`config.mk`:
```
export PLATFORM = sky130hd
export DESIGN_NAME = if_fetch_ctrl
export DESIGN_NICKNAME = d
export VERILOG_FILES = /design/src/rtl/if_pkg.sv /design/src/rtl/if_perf_cnt.sv /design/src/rtl/if_fetch_ctrl.sv
export SDC_FILE = /design/constraint.sdc
export NUM_CORES = 1
export LEC_CHECK = 0
export CORE_ASPECT_RATIO = 0.8
export CORE_MARGIN = 4
export CORE_UTILIZATION = 50
export CTS_CLUSTER_SIZE = 24
export DETAILED_ROUTE_END_ITERATION = 10
export GPL_TIMING_DRIVEN = 1
export PLACE_DENSITY_LB_ADDON = 0.05
export SKIP_CTS_REPAIR_TIMING = 1
export SYNTH_ARGS = -nofsm -noshare
export SYNTH_HDL_FRONTEND = slang
export SYNTH_SLANG_ARGS = --single-unit
```
`constraint.sdc`:
```
create_clock -name clk -period 4.3 [get_ports clk]
set_clock_uncertainty 0.05 [all_clocks]
set_input_delay 1.075 -clock clk [delete_from_list [all_inputs] [get_ports clk]]
set_output_delay 1.075 -clock clk [all_outputs]
set_load 0.03 [all_outputs]
```
`src/rtl/if_pkg.sv`:
```
// Shared types and constants for the instruction-fetch sequencer.
package if_pkg;

    localparam int unsigned PC_W = 32;
    localparam logic [PC_W-1:0] RESET_PC_DEFAULT = 32'h0000_0000;

    typedef enum logic [2:0] {
        BOOT  = 3'd0,
        RUN   = 3'd1,
        STALL = 3'd2,
        FLUSH = 3'd3,
        HALT  = 3'd4
    } fetch_state_t;

endpackage

```
`src/rtl/if_perf_cnt.sv`:
```
// Saturating event counter used for fetch-stage performance statistics.
module if_perf_cnt #(
    parameter int unsigned W = 32
) (
    input  logic         clk,
    input  logic         rst_n,
    input  logic         inc,
    output logic [W-1:0] count
);

    always_ff @(posedge clk or negedge rst_n) begin
        if (!rst_n) begin
            count <= '0;
        end else if (inc && (count != '1)) begin
            count <= count + W'(1);
        end
    end

endmodule

```
`src/rtl/if_fetch_ctrl.sv`:
```
// Instruction-fetch sequencer: owns the PC and schedules IF/ID write/flush/valid.
// Optional performance counters are built when IF_FETCH_PERF_EN is defined.
module if_fetch_ctrl
    import if_pkg::*;
#(
    parameter logic [PC_W-1:0] RESET_PC      = RESET_PC_DEFAULT,
    parameter logic [PC_W-1:0] PC_STEP       = 32'd4,
    parameter int unsigned     BOOT_CYCLES   = 2,
    parameter int unsigned     FLUSH_BUBBLES = 1
) (
    input  logic            clk,
    input  logic            rst,
    input  logic            stall_req,
    input  logic            redirect_valid,
    input  logic [PC_W-1:0] redirect_target,
    input  logic            halt_req,
    output logic [PC_W-1:0] pc,
    output logic [PC_W-1:0] pc_next_seq,
    output logic            ifid_write,
    output logic            ifid_flush,
    output logic            fetch_valid,
    output logic            misalign_err,
    output logic [2:0]      fsm_state
`ifdef IF_FETCH_PERF_EN
    ,
    output logic [31:0]     stall_cycles,
    output logic [31:0]     flush_cycles,
    output logic [31:0]     redirect_count
`endif
);

    localparam logic [3:0] BOOT_LAST  = 4'(BOOT_CYCLES - 1);
    localparam logic [2:0] FLUSH_LOAD = 3'(FLUSH_BUBBLES - 1);

    fetch_state_t state;
    logic [3:0]   boot_cnt;
    logic [2:0]   flush_cnt;
    logic         active;
    logic         redirect_take;
    logic         halt_take;
    logic         stall_take;

    assign pc_next_seq = pc + PC_STEP;
    assign fsm_state   = state;

    // Illegal encodings behave like BOOT: no request is accepted.
    assign active        = state inside {RUN, STALL, FLUSH, HALT};
    assign redirect_take = redirect_valid && active;
    assign halt_take     = halt_req && !redirect_valid && (state inside {RUN, STALL});
    assign stall_take    = stall_req && !redirect_valid && !halt_req
                           && (state inside {RUN, STALL});

    always_comb begin
        ifid_write  = 1'b0;
        ifid_flush  = 1'b0;
        fetch_valid = 1'b0;
        case (state)
            RUN, STALL: begin
                if (redirect_take || halt_take) begin
                    ifid_write = 1'b1;
                    ifid_flush = 1'b1;
                end else if (stall_take) begin
                    fetch_valid = 1'b1;
                end else begin
                    ifid_write  = 1'b1;
                    fetch_valid = 1'b1;
                end
            end
            FLUSH, HALT: begin
                ifid_write = 1'b1;
                ifid_flush = 1'b1;
            end
            default: ifid_flush = 1'b1;
        endcase
    end

    always_ff @(posedge clk or negedge rst) begin
        if (!rst) begin
            pc           <= RESET_PC;
            state        <= BOOT;
            boot_cnt     <= '0;
            flush_cnt    <= '0;
            misalign_err <= 1'b0;
        end else if (redirect_take) begin
            pc        <= {redirect_target[PC_W-1:2], 2'b00};
            flush_cnt <= FLUSH_LOAD;
            state     <= (FLUSH_BUBBLES == 1) ? RUN : FLUSH;
            if (redirect_target[1:0] != 2'b00) begin
                misalign_err <= 1'b1;
            end
        end else begin
            case (state)
                BOOT: begin
                    if (boot_cnt == BOOT_LAST) begin
                        state <= RUN;
                    end else begin
                        boot_cnt <= boot_cnt + 4'd1;
                    end
                end
                RUN, STALL: begin
                    if (halt_take) begin
                        state <= HALT;
                    end else if (stall_take) begin
                        state <= STALL;
                    end else begin
                        pc    <= pc_next_seq;
                        state <= RUN;
                    end
                end
                FLUSH: begin
                    // flush_cnt holds the FLUSH cycles still to run, this one included.
                    pc        <= pc_next_seq;
                    flush_cnt <= flush_cnt - 3'd1;
                    if (flush_cnt <= 3'd1) begin
                        state <= RUN;
                    end
                end
                HALT: state <= HALT;
                default: begin
                    state    <= BOOT;
                    boot_cnt <= '0;
                end
            endcase
        end
    end

`ifdef IF_FETCH_PERF_EN
    logic stall_evt;
    logic flush_evt;

    assign stall_evt = (state == STALL);
    assign flush_evt = ifid_flush && active;

    if_perf_cnt #(.W(32)) u_stall_cnt (
        .clk   (clk),
        .rst_n (rst),
        .inc   (stall_evt),
        .count (stall_cycles)
    );

    if_perf_cnt #(.W(32)) u_flush_cnt (
        .clk   (clk),
        .rst_n (rst),
        .inc   (flush_evt),
        .count (flush_cycles)
    );

    if_perf_cnt #(.W(32)) u_redirect_cnt (
        .clk   (clk),
        .rst_n (rst),
        .inc   (redirect_take),
        .count (redirect_count)
    );
`endif

endmodule

```
==> flow_summary.rst, run 1 <==
.. list-table::
   :header-rows: 1

   * - Metric
     - Value
   * - Count of vias placed by the detailed router
     - 3,096
   * - Post-route core utilization
     - 0.701
   * - Die width
     - around 96 um
   * - Source-to-sink clock delay at the later pin of the worst-skew pair
     - about 0.30 ns
   * - Clock group share of total power
     - 0.077
   * - DRT iter0 DRCs
     - 168
   * - Root cell of the clock tree
     - clkbuf_8
   * - Gate count after technology mapping
     - between 300 and 400
   * - Portion of the clock cycle consumed by the worst path in the final layout
     - 0.990
   * - Flip-flop and latch count after synthesis
     - 41
   * - Reg power frac
     - 0.272
   * - Effective utilization at floorplan
     - 0.518
   * - Critical path endpoint category
     - output port
   * - Pins Over Slew Limit
     - 0
   * - CP arrival
     - 3.13 ns
   * - Top achievable clock speed
     - between 200 and 250 MHz
   * - Synth Area in Compound Gates
     - 0.217
   * - Switching power share of the total
     - 0.524
   * - Simple-gate share of the synthesized area
     - 0.256
   * - Global-route congestion overflow total
     - 0
   * - Share of cell area taken by muxes after synthesis
     - 0.0102
   * - Routed wire length per instance
     - 16.3 um
   * - Area of the multi-input gates
     - roughly 0.0018 sq mm
   * - Count of inserted antenna diode cells
     - 0
   * - Die span in y
     - 78.2 um
   * - Worst-path maximum fanout
     - 3
   * - XOR/XNOR Fraction of Synth Area
     - 0.0853
   * - Area growth from synthesis to layout
     - 35.3%
   * - Total core area
     - ~0.0059 sq mm
   * - P_leak
     - around 1.6 nW
   * - Remaining antenna violation count
     - 0
   * - Final setup vio count
     - 0
   * - Category of the critical setup timing path
     - input port to output port
   * - Post-synthesis cell type count
     - a little under 60
   * - Transition time at the pin with the least slew margin
     - 0.960 ns
   * - Max capacitance violation total
     - 0
   * - Cell Pwr Density
     - 802 mW/mm^2
   * - Clock-pin transition on the worst setup and hold timing paths
     - 0.08 ns
   * - Largest buffer count on any clock path
     - 2
   * - Wire length of the first global-routing pass
     - 14.3 mm
   * - Total routed wirelength
     - 8.70 mm
   * - Library cell with the largest summed area after synthesis
     - dfrtp_1
   * - Post-DP HPWL
     - 6.42 mm
   * - Setup repair after global routing missed its margin
     - false
   * - Mean instance size in the synthesized netlist
     - 8.32 sq um
   * - Total standard cell area after synthesis
     - 0.00308 sq mm
   * - Floorplan die area
     - 0.00749 sq mm
   * - Largest net degree at the start of global routing
     - 42
   * - I/O pin cnt
     - 108
   * - Sequential cell area
     - between 0.001 and 0.0015 sq mm
   * - Synth warn
     - 0
   * - Share of Yosys cell area claimed by the top area cell type
     - 0.333
   * - Fraction of registers with async set/reset
     - 1.00
   * - Fraction of layout cells with a size suffix above 1
     - 0.0553
   * - Max_slew headroom
     - 0.360
   * - Htree depth
     - 2
   * - Outcome
     - completed
   * - Startpoint kind of the worst setup timing path
     - input port
   * - Filler instances
     - 493
   * - Hold/Removal Path Class
     - flop to flop
   * - IR drop worst, VDD
     - approximately 0.51 mV
   * - Number of antenna violations at the first check in global routing
     - 0
   * - Number of synthesized flops with an enable pin
     - 0
   * - Post-Route Setup TNS
     - 0 ns
   * - TritonCTS Buffers
     - 5
   * - Gate power share
     - 0.652
   * - Vias in the first global route
     - 2,903
   * - TritonCTS clock tree
     - yes
   * - Total Nets Final
     - 493
   * - Largest family of logic cells by synthesized area
     - simple AND/OR/NAND/NOR gates
   * - Net switching power figure
     - 1.75 mW
   * - Routed vias/inst
     - 5.81
   * - Port buffer count
     - between 100 and 150
   * - Largest cells by area after synthesis
     - dfrtp_1 (33%), xnor2_1 (6.8%), nand2_1 (4.4%)
   * - Final weighted congestion in routability-driven placement
     - 0.875
   * - Global router's overall resource usage
     - 0.240
   * - Required time at the worst-slack endpoint
     - 3.17 ns
   * - Final hold violations
     - 0
   * - Clock sinks
     - about 40
   * - Int Power
     - 1.59 mW
   * - Sequential-to-total area share from yosys stat
     - 0.333
   * - DRC Markers
     - 0
   * - Adder-cell share of the synthesized area
     - 0.0236
   * - Number of iterations in the first detailed-routing pass
     - 4
   * - Count of standard-cell rows
     - 25
   * - Final min period
     - 4.26 ns
   * - Top FF cell, synth
     - dfrtp_1
state kept, by name (all words and copies together), names as in the netlist:
name          flops
pc               30
boot_cnt          4
flush_cnt         3
fsm_state         3
misalign_err      1
metal layers:
metal	up-vias	wire, um	global-route usage
li1	1498	-	-
met1	1441	3850	0.333
met2	140	3920	0.367
met3	17	754	0.0603
met4	0	176	0.0710
met5	-	0	0
path summary, 6_finish.rpt:
kind                                      to          from  slack [ns]  cells after the start
worst max-delay path              ifid_write     stall_req        0.04                      6
min in group asynchronous             pc[22]           rst        0.87                      1
max in group asynchronous              pc[5]           rst        2.73                      1
worst max register to register         pc[6]  fsm_state[1]        1.85                      6
worst min-delay path            misalign_err  misalign_err        0.43                      1
worst min register to register  misalign_err  misalign_err        0.43                      1
synth_stat cells, drive strengths merged, types with 2 or more instances:
cell type	count
mux2i	2
o22ai	9
o21bai	2
nor3	9
clkbuf	18
and3	8
nand2	36
nor4	6
nand2b	2
a22o	3
nor2	26
nand3	19
and2	3
xor2	6
a2bb2oi	10
ha	5
o221ai	2
o21a	2
o31a	2
o21ai	28
o22a	2
buf	19
nand4	17
inv	12
a31oi	3
and4	3
o31ai	2
or3	5
a21o	2
xnor2	24
a22oi	5
dfrtp	41
nor3b	2
a21oi	21
stage by stage:
step / power, mW / hold slack [ns] / instance area, sq um / setup WS (ns) / std cells
floorplan: 2.29 / 0.392 / 3090 / 0.445 / 373
global placement: 3.06 / 0.413 / 4090 / 0.135 / 525
detailed placement: 3.09 / 0.416 / 4090 / 0.0518 / 525
CTS: 3.35 / 0.432 / 4170 / 0.0471 / 533
global route: 3.57 / 0.476 / 4170 / 0.00245 / 533
finish: 3.34 / 0.433 / 4170 / 0.0423 / 533
cell usage in the layout, fill, tap and decap left out, types with 3 or more instances in the layout:
master | synthesis | routed
inv_1 | 12 | 12
a21oi_1 | 21 | 21
nor4_1 | 3 | 3
clkbuf_8 | 0 | 5
dfrtp_1 | 41 | 41
conb_1 | 1 | 4
a2bb2oi_1 | 10 | 10
nor4_4 | 3 | 3
nor3_1 | 8 | 8
o21ai_0 | 27 | 27
nand4_1 | 14 | 14
xnor2_1 | 24 | 24
nand2_1 | 36 | 36
clkbuf_1 | 17 | 3
and3_1 | 8 | 8
and2_1 | 3 | 3
a22oi_1 | 5 | 5
nor2_1 | 26 | 26
clkdlybuf4s50_1 | 0 | 102
o22ai_1 | 9 | 9
nand3_1 | 17 | 16
a31oi_1 | 3 | 3
or3_1 | 5 | 5
a22o_1 | 3 | 3
ha_1 | 5 | 5
buf_4 | 5 | 5
and4_1 | 3 | 3
xor2_1 | 6 | 6
worst max-delay path: stages:
cell,delay [ns]
clkdlybuf4s50_1,0.49
nor2b_1,0.25
nand2b_1,0.09
maj3_1,0.35
mux2_2,0.28
clkdlybuf4s50_1,0.59
cell type report:
class / instances / area share
tap: 81 / 0.0243
inverter: 12 / 0.0108
sequential: 41 / 0.246
clock buffer: 8 / 0.0192
multi-input combinational: 283 / 0.444
timing repair buffer: 108 / 0.255
power by group through the flow:
stage	Sequential, mW	Clock (mW)	Combinational, mW
2_1_floorplan	1.02	0	1.27
3_3_place_gp	0.902	0	2.16
3_5_place_dp	0.908	0	2.18
4_1_cts	0.903	0.256	2.19
5_1_grt	0.956	0.270	2.34
6_report	0.907	0.256	2.18
kinds of logic (layout without fill, tap and decap cells):
| kind of cell | after synthesis | count (layout) |
|---|---|---|
| AND/OR/NAND/NOR | 138 | 138 |
| AO/OA/AOI/OAI | 102 | 102 |
| buffers and inverters | 49 | 128 |
| flip-flops | 41 | 41 |
| XOR/XNOR | 30 | 30 |
| adder cells (fa/ha/maj) | 6 | 6 |
| multiplexers | 3 | 3 |
| other | 1 | 4 |
Power figures use the tool's default switching activity.
==> inputs of run 2 (changes only) <==
--- a/config.mk
+++ b/config.mk
@@ -6,7 +6,6 @@
 export NUM_CORES = 1
 export LEC_CHECK = 0
 export CORE_ASPECT_RATIO = 0.8
-export CORE_MARGIN = 4
 export CORE_UTILIZATION = 50
 export CTS_CLUSTER_SIZE = 24
 export DETAILED_ROUTE_END_ITERATION = 10
==> flow_summary.rst, run 2 (synthesis results as in run 1) <==
.. list-table::
   :header-rows: 1

   * - Metric
     - Value
   * - Outcome
     - completed (unchanged)
   * - Final weighted congestion in routability-driven placement
     - 0.900 (was 0.875)
   * - Routed wire length per instance
     - 15.8 um (was 16.3 um)
   * - Effective utilization at floorplan
     - 0.521 (was 0.518)
   * - Setup repair after global routing missed its margin
     - false (unchanged)
   * - Critical path, cell by cell
     - clkdlybuf4s50_1 > nor2b_1 > nand2b_1 > maj3_1 > mux2_2 > clkdlybuf4s50_1 (unchanged)
   * - Clock group share of total power
     - 0.109 (was 0.077)
   * - Vias in the first global route
     - 2,810 (was 2,903)
   * - Floorplan die area
     - 0.00648 sq mm (was 0.00749 sq mm)
   * - Commonest cells after routing, fill and taps aside
     - clkdlybuf4s50_1 (102), dfrtp_1 (41), nand2_1 (36) (unchanged)
   * - I/O pin cnt
     - 108 (unchanged)
   * - Max_slew headroom
     - 0.377 (was 0.360)
   * - Cell repeated most along the worst path
     - clkdlybuf4s50_1 (unchanged)
   * - Most common cell after layout, fill and taps aside
     - clkdlybuf4s50_1 (unchanged)
   * - Clock sinks
     - 41 (unchanged)
   * - Clock-pin transition on the worst setup and hold timing paths
     - 0.08 ns (about the same)
   * - Filler instances
     - 465 (was 493)
   * - Worst-path maximum fanout
     - 3 (unchanged)
   * - Final min period
     - 4.24 ns (was 4.26 ns)
   * - Startpoint kind of the worst setup timing path
     - input port (unchanged)
   * - Port buffer count
     - 103 (unchanged)
   * - Cell Pwr Density
     - 822 mW/mm^2 (was 802 mW/mm^2)
   * - Reg power frac
     - 0.262 (was 0.272)
   * - Transition time at the pin with the least slew margin
     - 0.935 ns (was 0.960 ns)
   * - Family of cells with the greatest summed delay on the critical path
     - buffers and inverters (unchanged)
   * - DRT iter0 DRCs
     - 213 (was 168)
   * - Post-route core utilization
     - 0.712 (was 0.701)
   * - Count of standard-cell rows
     - 25 (unchanged)
   * - Top reg by flops
     - pc (unchanged)
   * - Net switching power figure
     - 1.76 mW (was 1.75 mW)
   * - Largest registers
     - pc: 30 flops, boot_cnt: 4 flops (unchanged)
   * - Final hold violations
     - 0 (unchanged)
   * - Global-route congestion overflow total
     - 0 (unchanged)
   * - Delay of the slowest cell on the worst path
     - 0.59 ns (about the same)
   * - Total core area
     - 0.00591 sq mm (was 0.00594 sq mm)
   * - Library cell contributing the largest single delay on the critical path
     - clkdlybuf4s50_1 (unchanged)
   * - Count of inserted antenna diode cells
     - 0 (unchanged)
   * - TritonCTS Buffers
     - 5 (unchanged)
   * - Required time at the worst-slack endpoint
     - 3.17 ns (about the same)
   * - Die width
     - 89.7 um (was 95.7 um)
   * - Number of iterations in the first detailed-routing pass
     - 5 (was 4)
   * - TritonCTS clock tree
     - yes (unchanged)
   * - Fraction of layout cells with a size suffix above 1
     - 0.0599 (was 0.0553)
   * - Largest net degree at the start of global routing
     - 42 (unchanged)
   * - Count of vias placed by the detailed router
     - 3,080 (was 3,096)
   * - Number of flip-flops under the largest register name
     - 30 (unchanged)
   * - Htree depth
     - 2 (unchanged)
   * - CP arrival
     - 3.11 ns (was 3.13 ns)
   * - Area of the multi-input gates
     - 0.00185 sq mm (unchanged)
   * - Sequential cell area
     - 0.00103 sq mm (unchanged)
   * - Post-DP HPWL
     - 6.04 mm (was 6.42 mm)
   * - Remaining antenna violation count
     - 0 (unchanged)
   * - Source-to-sink clock delay at the later pin of the worst-skew pair
     - 0.31 ns (was 0.30 ns)
   * - Top achievable clock speed
     - 236 MHz (was 235 MHz)
   * - Setup slack, reg-to-reg
     - 1.85 ns (about the same)
   * - Total routed wirelength
     - 8.40 mm (was 8.70 mm)
   * - P_leak
     - 1.66 nW (was 1.64 nW)
   * - Wire length of the first global-routing pass
     - 14.1 mm (was 14.3 mm)
   * - Int Power
     - 1.70 mW (was 1.59 mW)
   * - Post-Route Setup TNS
     - 0 ns (unchanged)
   * - Root cell of the clock tree
     - clkbuf_8 (unchanged)
   * - Hold/Removal Path Class
     - flop to flop (unchanged)
   * - Area growth from synthesis to layout
     - 36.8% (was 35.3%)
   * - Routed vias/inst
     - 5.79 (was 5.81)
   * - Portion of the clock cycle consumed by the worst path in the final layout
     - 0.985 (was 0.990)
   * - Buffers & Inverters on Critical Path
     - 2 (unchanged)
   * - Critical path endpoint category
     - output port (unchanged)
   * - IR drop worst, VDD
     - 0.590 mV (was 0.511 mV)
   * - Final setup vio count
     - 0 (unchanged)
   * - Largest buffer count on any clock path
     - 2 (unchanged)
   * - Category of the critical setup timing path
     - input port to output port (unchanged)
   * - Gate power share
     - 0.629 (was 0.652)
   * - Max capacitance violation total
     - 0 (unchanged)
   * - Global router's overall resource usage
     - 0.271 (was 0.240)
   * - Pins Over Slew Limit
     - 0 (unchanged)
   * - Switching power share of the total
     - 0.508 (was 0.524)
   * - Die span in y
     - 72.2 um (was 78.2 um)
   * - DRC Markers
     - 0 (unchanged)
   * - Total Nets Final
     - 492 (was 493)
   * - Total power of the final layout
     - 3.46 mW (was 3.34 mW)
   * - Number of antenna violations at the first check in global routing
     - 0 (unchanged)
[run 2: cell types whose count changed in the layout (fill, tap and decap cells not counted), sizes merged]
cell	previous run	this run
clkbuf	8	5
bufinv	0	2
buf	6	5
clkinv	0	1
[run 2: final timing paths]
check | startpoint | to | cells past startpoint
max | stall_req | ifid_write | 6
min | misalign_err | misalign_err | 1
max reg2reg | fsm_state[1] | pc[6] | 6
min reg2reg | misalign_err | misalign_err | 1
max in group asynchronous | rst | pc[7] | 1
min in group asynchronous | rst | pc[22] | 1
[run 2: stage by stage]
step                      cells  hold WS, ns  setup slack [ns]  area (sq um)
after floorplan             373        0.392             0.445          3090
after global placement      524        0.412             0.135          4080
after detailed placement    524        0.413            0.0757          4080
after CTS                   532        0.435            0.0812          4210
after global routing        532        0.470            0.0121          4210
final                       532        0.434            0.0638          4210
[run 2: layout make-up]
cell class,instances,share of cell area
flip-flops and latches,41,0.244
multi-input cells,283,0.439
repair buffers,107,0.251
clock buffers,5,0.0163
inverters,12,0.0107
well taps,81,0.0241
clock inverters,3,0.0154
[run 2: layer usage]
layer / vias up / GRT usage / wire, um
li1: 1494 / - / -
met1: 1451 / 0.374 / 3840
met2: 124 / 0.442 / 3870
met3: 11 / 0.0514 / 567
met4: 0 / 0.0729 / 114
met5: - / 0 / 0
[run 2: worst reg2reg max path, stage by stage (launching register included)]
cell     delay (ns)
dfrtp_1        0.59
o21ai_2        0.42
and3_1         0.61
buf_4          0.34
nor2_1         0.06
o21ai_0        0.15
o21ai_0        0.10
[run 2: power by group through the flow]
| stage | registers, mW | clock network (mW) | logic (mW) |
|---|---|---|---|
| global placement | 0.897 | 0 | 2.14 |
| detailed placement | 0.906 | 0 | 2.17 |
| finish | 0.908 | 0.376 | 2.18 |
| floorplan | 1.02 | 0 | 1.27 |
| CTS | 0.901 | 0.377 | 2.18 |
| global route | 0.950 | 0.390 | 2.33 |
==> inputs of run 3 (changes only) <==
--- a/config.mk
+++ b/config.mk
@@ -5,12 +5,15 @@
 export SDC_FILE = /design/constraint.sdc
 export NUM_CORES = 1
 export LEC_CHECK = 0
+export CELL_PAD_IN_SITES_DETAIL_PLACEMENT = 1
+export CELL_PAD_IN_SITES_GLOBAL_PLACEMENT = 1
 export CORE_ASPECT_RATIO = 0.8
-export CORE_UTILIZATION = 50
+export CORE_UTILIZATION = 36
 export CTS_CLUSTER_SIZE = 24
 export DETAILED_ROUTE_END_ITERATION = 10
 export GPL_TIMING_DRIVEN = 1
 export PLACE_DENSITY_LB_ADDON = 0.05
+export SETUP_SLACK_MARGIN = 0.1
 export SKIP_CTS_REPAIR_TIMING = 1
 export SYNTH_ARGS = -nofsm -noshare
 export SYNTH_HDL_FRONTEND = slang
==> flow_summary.rst, run 3 (synthesis results as in run 1) <==
.. list-table::
   :header-rows: 1

   * - Metric
     - Value
   * - Total power of the final layout
     - 3.39 mW (was 3.46 mW)
   * - Total core area
     - 0.00809 sq mm (was 0.00591 sq mm)
   * - Switching power share of the total
     - 0.531 (was 0.508)
   * - Gate power share
     - 0.653 (was 0.629)
   * - Outcome
     - completed (unchanged)
   * - Transition time at the pin with the least slew margin
     - 1.01 ns (was 0.935 ns)
   * - Top reg by flops
     - pc (unchanged)
   * - DRT iter0 DRCs
     - 132 (was 213)
   * - Max_slew headroom
     - 0.329 (was 0.377)
   * - Wire length of the first global-routing pass
     - 16.4 mm (was 14.1 mm)
   * - Hold/Removal Path Class
     - flop to flop (unchanged)
   * - Clock-pin transition on the worst setup and hold timing paths
     - 0.09 ns (was 0.08 ns)
   * - Required time at the worst-slack endpoint
     - 3.17 ns (about the same)
   * - Startpoint kind of the worst setup timing path
     - flop (was input port)
   * - Htree depth
     - 2 (unchanged)
   * - Critical path endpoint category
     - output port (unchanged)
   * - Portion of the clock cycle consumed by the worst path in the final layout
     - 0.920 (was 0.985)
   * - Remaining antenna violation count
     - 0 (unchanged)
   * - Max capacitance violation total
     - 0 (unchanged)
   * - Most common cell after layout, fill and taps aside
     - clkdlybuf4s50_1 (unchanged)
   * - TritonCTS Buffers
     - 5 (unchanged)
   * - Final hold violations
     - 0 (unchanged)
   * - Final setup vio count
     - 0 (unchanged)
   * - CP arrival
     - 2.83 ns (was 3.11 ns)
   * - Post-Route Setup TNS
     - 0 ns (unchanged)
   * - Global-route congestion overflow total
     - 0 (unchanged)
   * - Worst Reg2Reg Path Length in Cells
     - 6 (unchanged)
   * - Int Power
     - 1.59 mW (was 1.70 mW)
   * - Count of inserted antenna diode cells
     - 0 (unchanged)
   * - Routed wire length per instance
     - 17.7 um (was 15.8 um)
   * - Final min period
     - 3.96 ns (was 4.24 ns)
   * - DRC Markers
     - 0 (unchanged)
   * - P_leak
     - 1.66 nW (about the same)
   * - Destination of the worst register-to-register timing path
     - pc[4] (was pc[6])
   * - Largest buffer count on any clock path
     - 2 (unchanged)
   * - Total Nets Final
     - 494 (was 492)
   * - Count of standard-cell rows
     - 29 (was 25)
   * - TritonCTS clock tree
     - yes (unchanged)
   * - Number of iterations in the first detailed-routing pass
     - 4 (was 5)
   * - Pins Over Slew Limit
     - 0 (unchanged)
   * - Final weighted congestion in routability-driven placement
     - 0.812 (was 0.900)
   * - Global router's overall resource usage
     - 0.232 (was 0.271)
   * - Setup slack, reg-to-reg
     - 1.80 ns (was 1.85 ns)
   * - Number of antenna violations at the first check in global routing
     - 0 (unchanged)
   * - Total routed wirelength
     - 9.91 mm (was 8.40 mm)
   * - Clock sinks
     - 41 (unchanged)
   * - Sequential cell area
     - 0.00103 sq mm (unchanged)
   * - I/O pin cnt
     - 108 (unchanged)
   * - Source-to-sink clock delay at the later pin of the worst-skew pair
     - 0.31 ns (about the same)
   * - Effective utilization at floorplan
     - 0.381 (was 0.521)
   * - Floorplan die area
     - 0.00893 sq mm (was 0.00648 sq mm)
   * - Area growth from synthesis to layout
     - 36.8% (about the same)
   * - Root cell of the clock tree
     - clkbuf_8 (unchanged)
   * - Startpoint of the lowest-slack register-to-register path
     - fsm_state[1] (unchanged)
   * - Routed vias/inst
     - 5.53 (was 5.79)
   * - Worst hold path depth
     - 1 (unchanged)
   * - Worst-path maximum fanout
     - 11 (was 3)
   * - Post-DP HPWL
     - 7.21 mm (was 6.04 mm)
   * - Largest net degree at the start of global routing
     - 42 (unchanged)
   * - Final cell count without fillers
     - 561 (was 532)
   * - Number of flip-flops under the largest register name
     - 30 (unchanged)
   * - Vias in the first global route
     - 3,176 (was 2,810)
   * - Category of the critical setup timing path
     - flop to output port (was input port to output port)
   * - Largest registers
     - pc: 30 flops, boot_cnt: 4 flops (unchanged)
   * - Cell Pwr Density
     - 805 mW/mm^2 (was 822 mW/mm^2)
   * - Top achievable clock speed
     - 253 MHz (was 236 MHz)
   * - Worst Hold End
     - misalign_err (unchanged)
   * - Fraction of layout cells with a size suffix above 1
     - 0.0640 (was 0.0599)
   * - Count of vias placed by the detailed router
     - 3,101 (was 3,080)
   * - Port buffer count
     - 103 (unchanged)
   * - Cell total after placement
     - 553 (was 524)
   * - IR drop worst, VDD
     - 0.610 mV (was 0.590 mV)
   * - Filler instances
     - 998 (was 465)
   * - Die span in y
     - 84.7 um (was 72.2 um)
   * - Die width
     - 105 um (was 89.7 um)
   * - Setup repair after global routing missed its margin
     - false (unchanged)
   * - Reg power frac
     - 0.269 (was 0.262)
   * - Source of the worst hold timing path
     - misalign_err (unchanged)
   * - Net switching power figure
     - 1.80 mW (was 1.76 mW)
   * - Commonest cells after routing, fill and taps aside
     - clkdlybuf4s50_1 (101), dfrtp_1 (41), nand2_1 (36) (was clkdlybuf4s50_1 (102), dfrtp_1 (41), nand2_1 (36))
   * - Clock group share of total power
     - 0.078 (was 0.109)
   * - Area of the multi-input gates
     - 0.00185 sq mm (about the same)
run 3: cell count changes in the layout (fill, tap and decap cells not counted):
cell / delta
and3_1: -1
and3_2: +1
buf_4: +2
bufinv_16: -2
clkbuf_1: +1
clkdlybuf4s50_1: -1
clkinv_2: +1
dlymetal6s2s_1: +1
run 3: layout make-up:
class / count / share of cell area
tap: 108 / 0.0321
sequential: 41 / 0.244
multi-input combinational: 283 / 0.439
clock buffer: 6 / 0.0172
inverter: 12 / 0.0107
clock inverter: 2 / 0.00238
timing repair buffer: 109 / 0.255
run 3: how the worst max path moves through the flow:
stage | start | end | slack, ns | cells past startpoint
CTS | stall_req | ifid_write | 0.06 | 6
detailed placement | stall_req | ifid_write | 0.05 | 6
global route | pc[6] | pc_next_seq[26] | 0.14 | 6
floorplan | redirect_valid | ifid_flush | 0.45 | 3
global placement | stall_req | ifid_write | 0.10 | 6
finish | pc[6] | pc_next_seq[23] | 0.34 | 6
run 3: per-layer routing:
layer  track usage  wire length [um]  vias up
met3        0.0505               441        9
li1              -                 -     1500
met5             0                 0        -
met2         0.389              4570       77
met1         0.304              4790     1515
met4        0.0563                95        0
run 3: power groups by stage:
stage | combinational (mW) | sequential (mW) | clock [mW]
floorplan | 1.27 | 1.02 | 0
global placement | 2.18 | 0.906 | 0
detailed placement | 2.22 | 0.918 | 0
CTS | 2.23 | 0.912 | 0.270
global route | 2.37 | 0.960 | 0.284
finish | 2.21 | 0.913 | 0.263
run 3: stage by stage:
stage / util / worst slack, ns / hold slack (ns) / instance area (sq um)
floorplan: - / 0.445 / 0.392 / 3090
global placement: 0.510 / 0.100 / 0.415 / 4130
detailed placement: 0.510 / 0.0533 / 0.418 / 4130
CTS: 0.520 / 0.0555 / 0.440 / 4210
global route: 0.521 / 0.139 / 0.464 / 4210
finish: 0.521 / 0.342 / 0.440 / 4210
run 3: critical path, stage by stage (launching register included):
cell,delay [ns]
dfrtp_1,0.53
nand4_2,0.13
buf_4,0.21
nor4_4,0.50
nand4_1,0.27
xnor2_1,0.20
clkdlybuf4s50_1,0.68
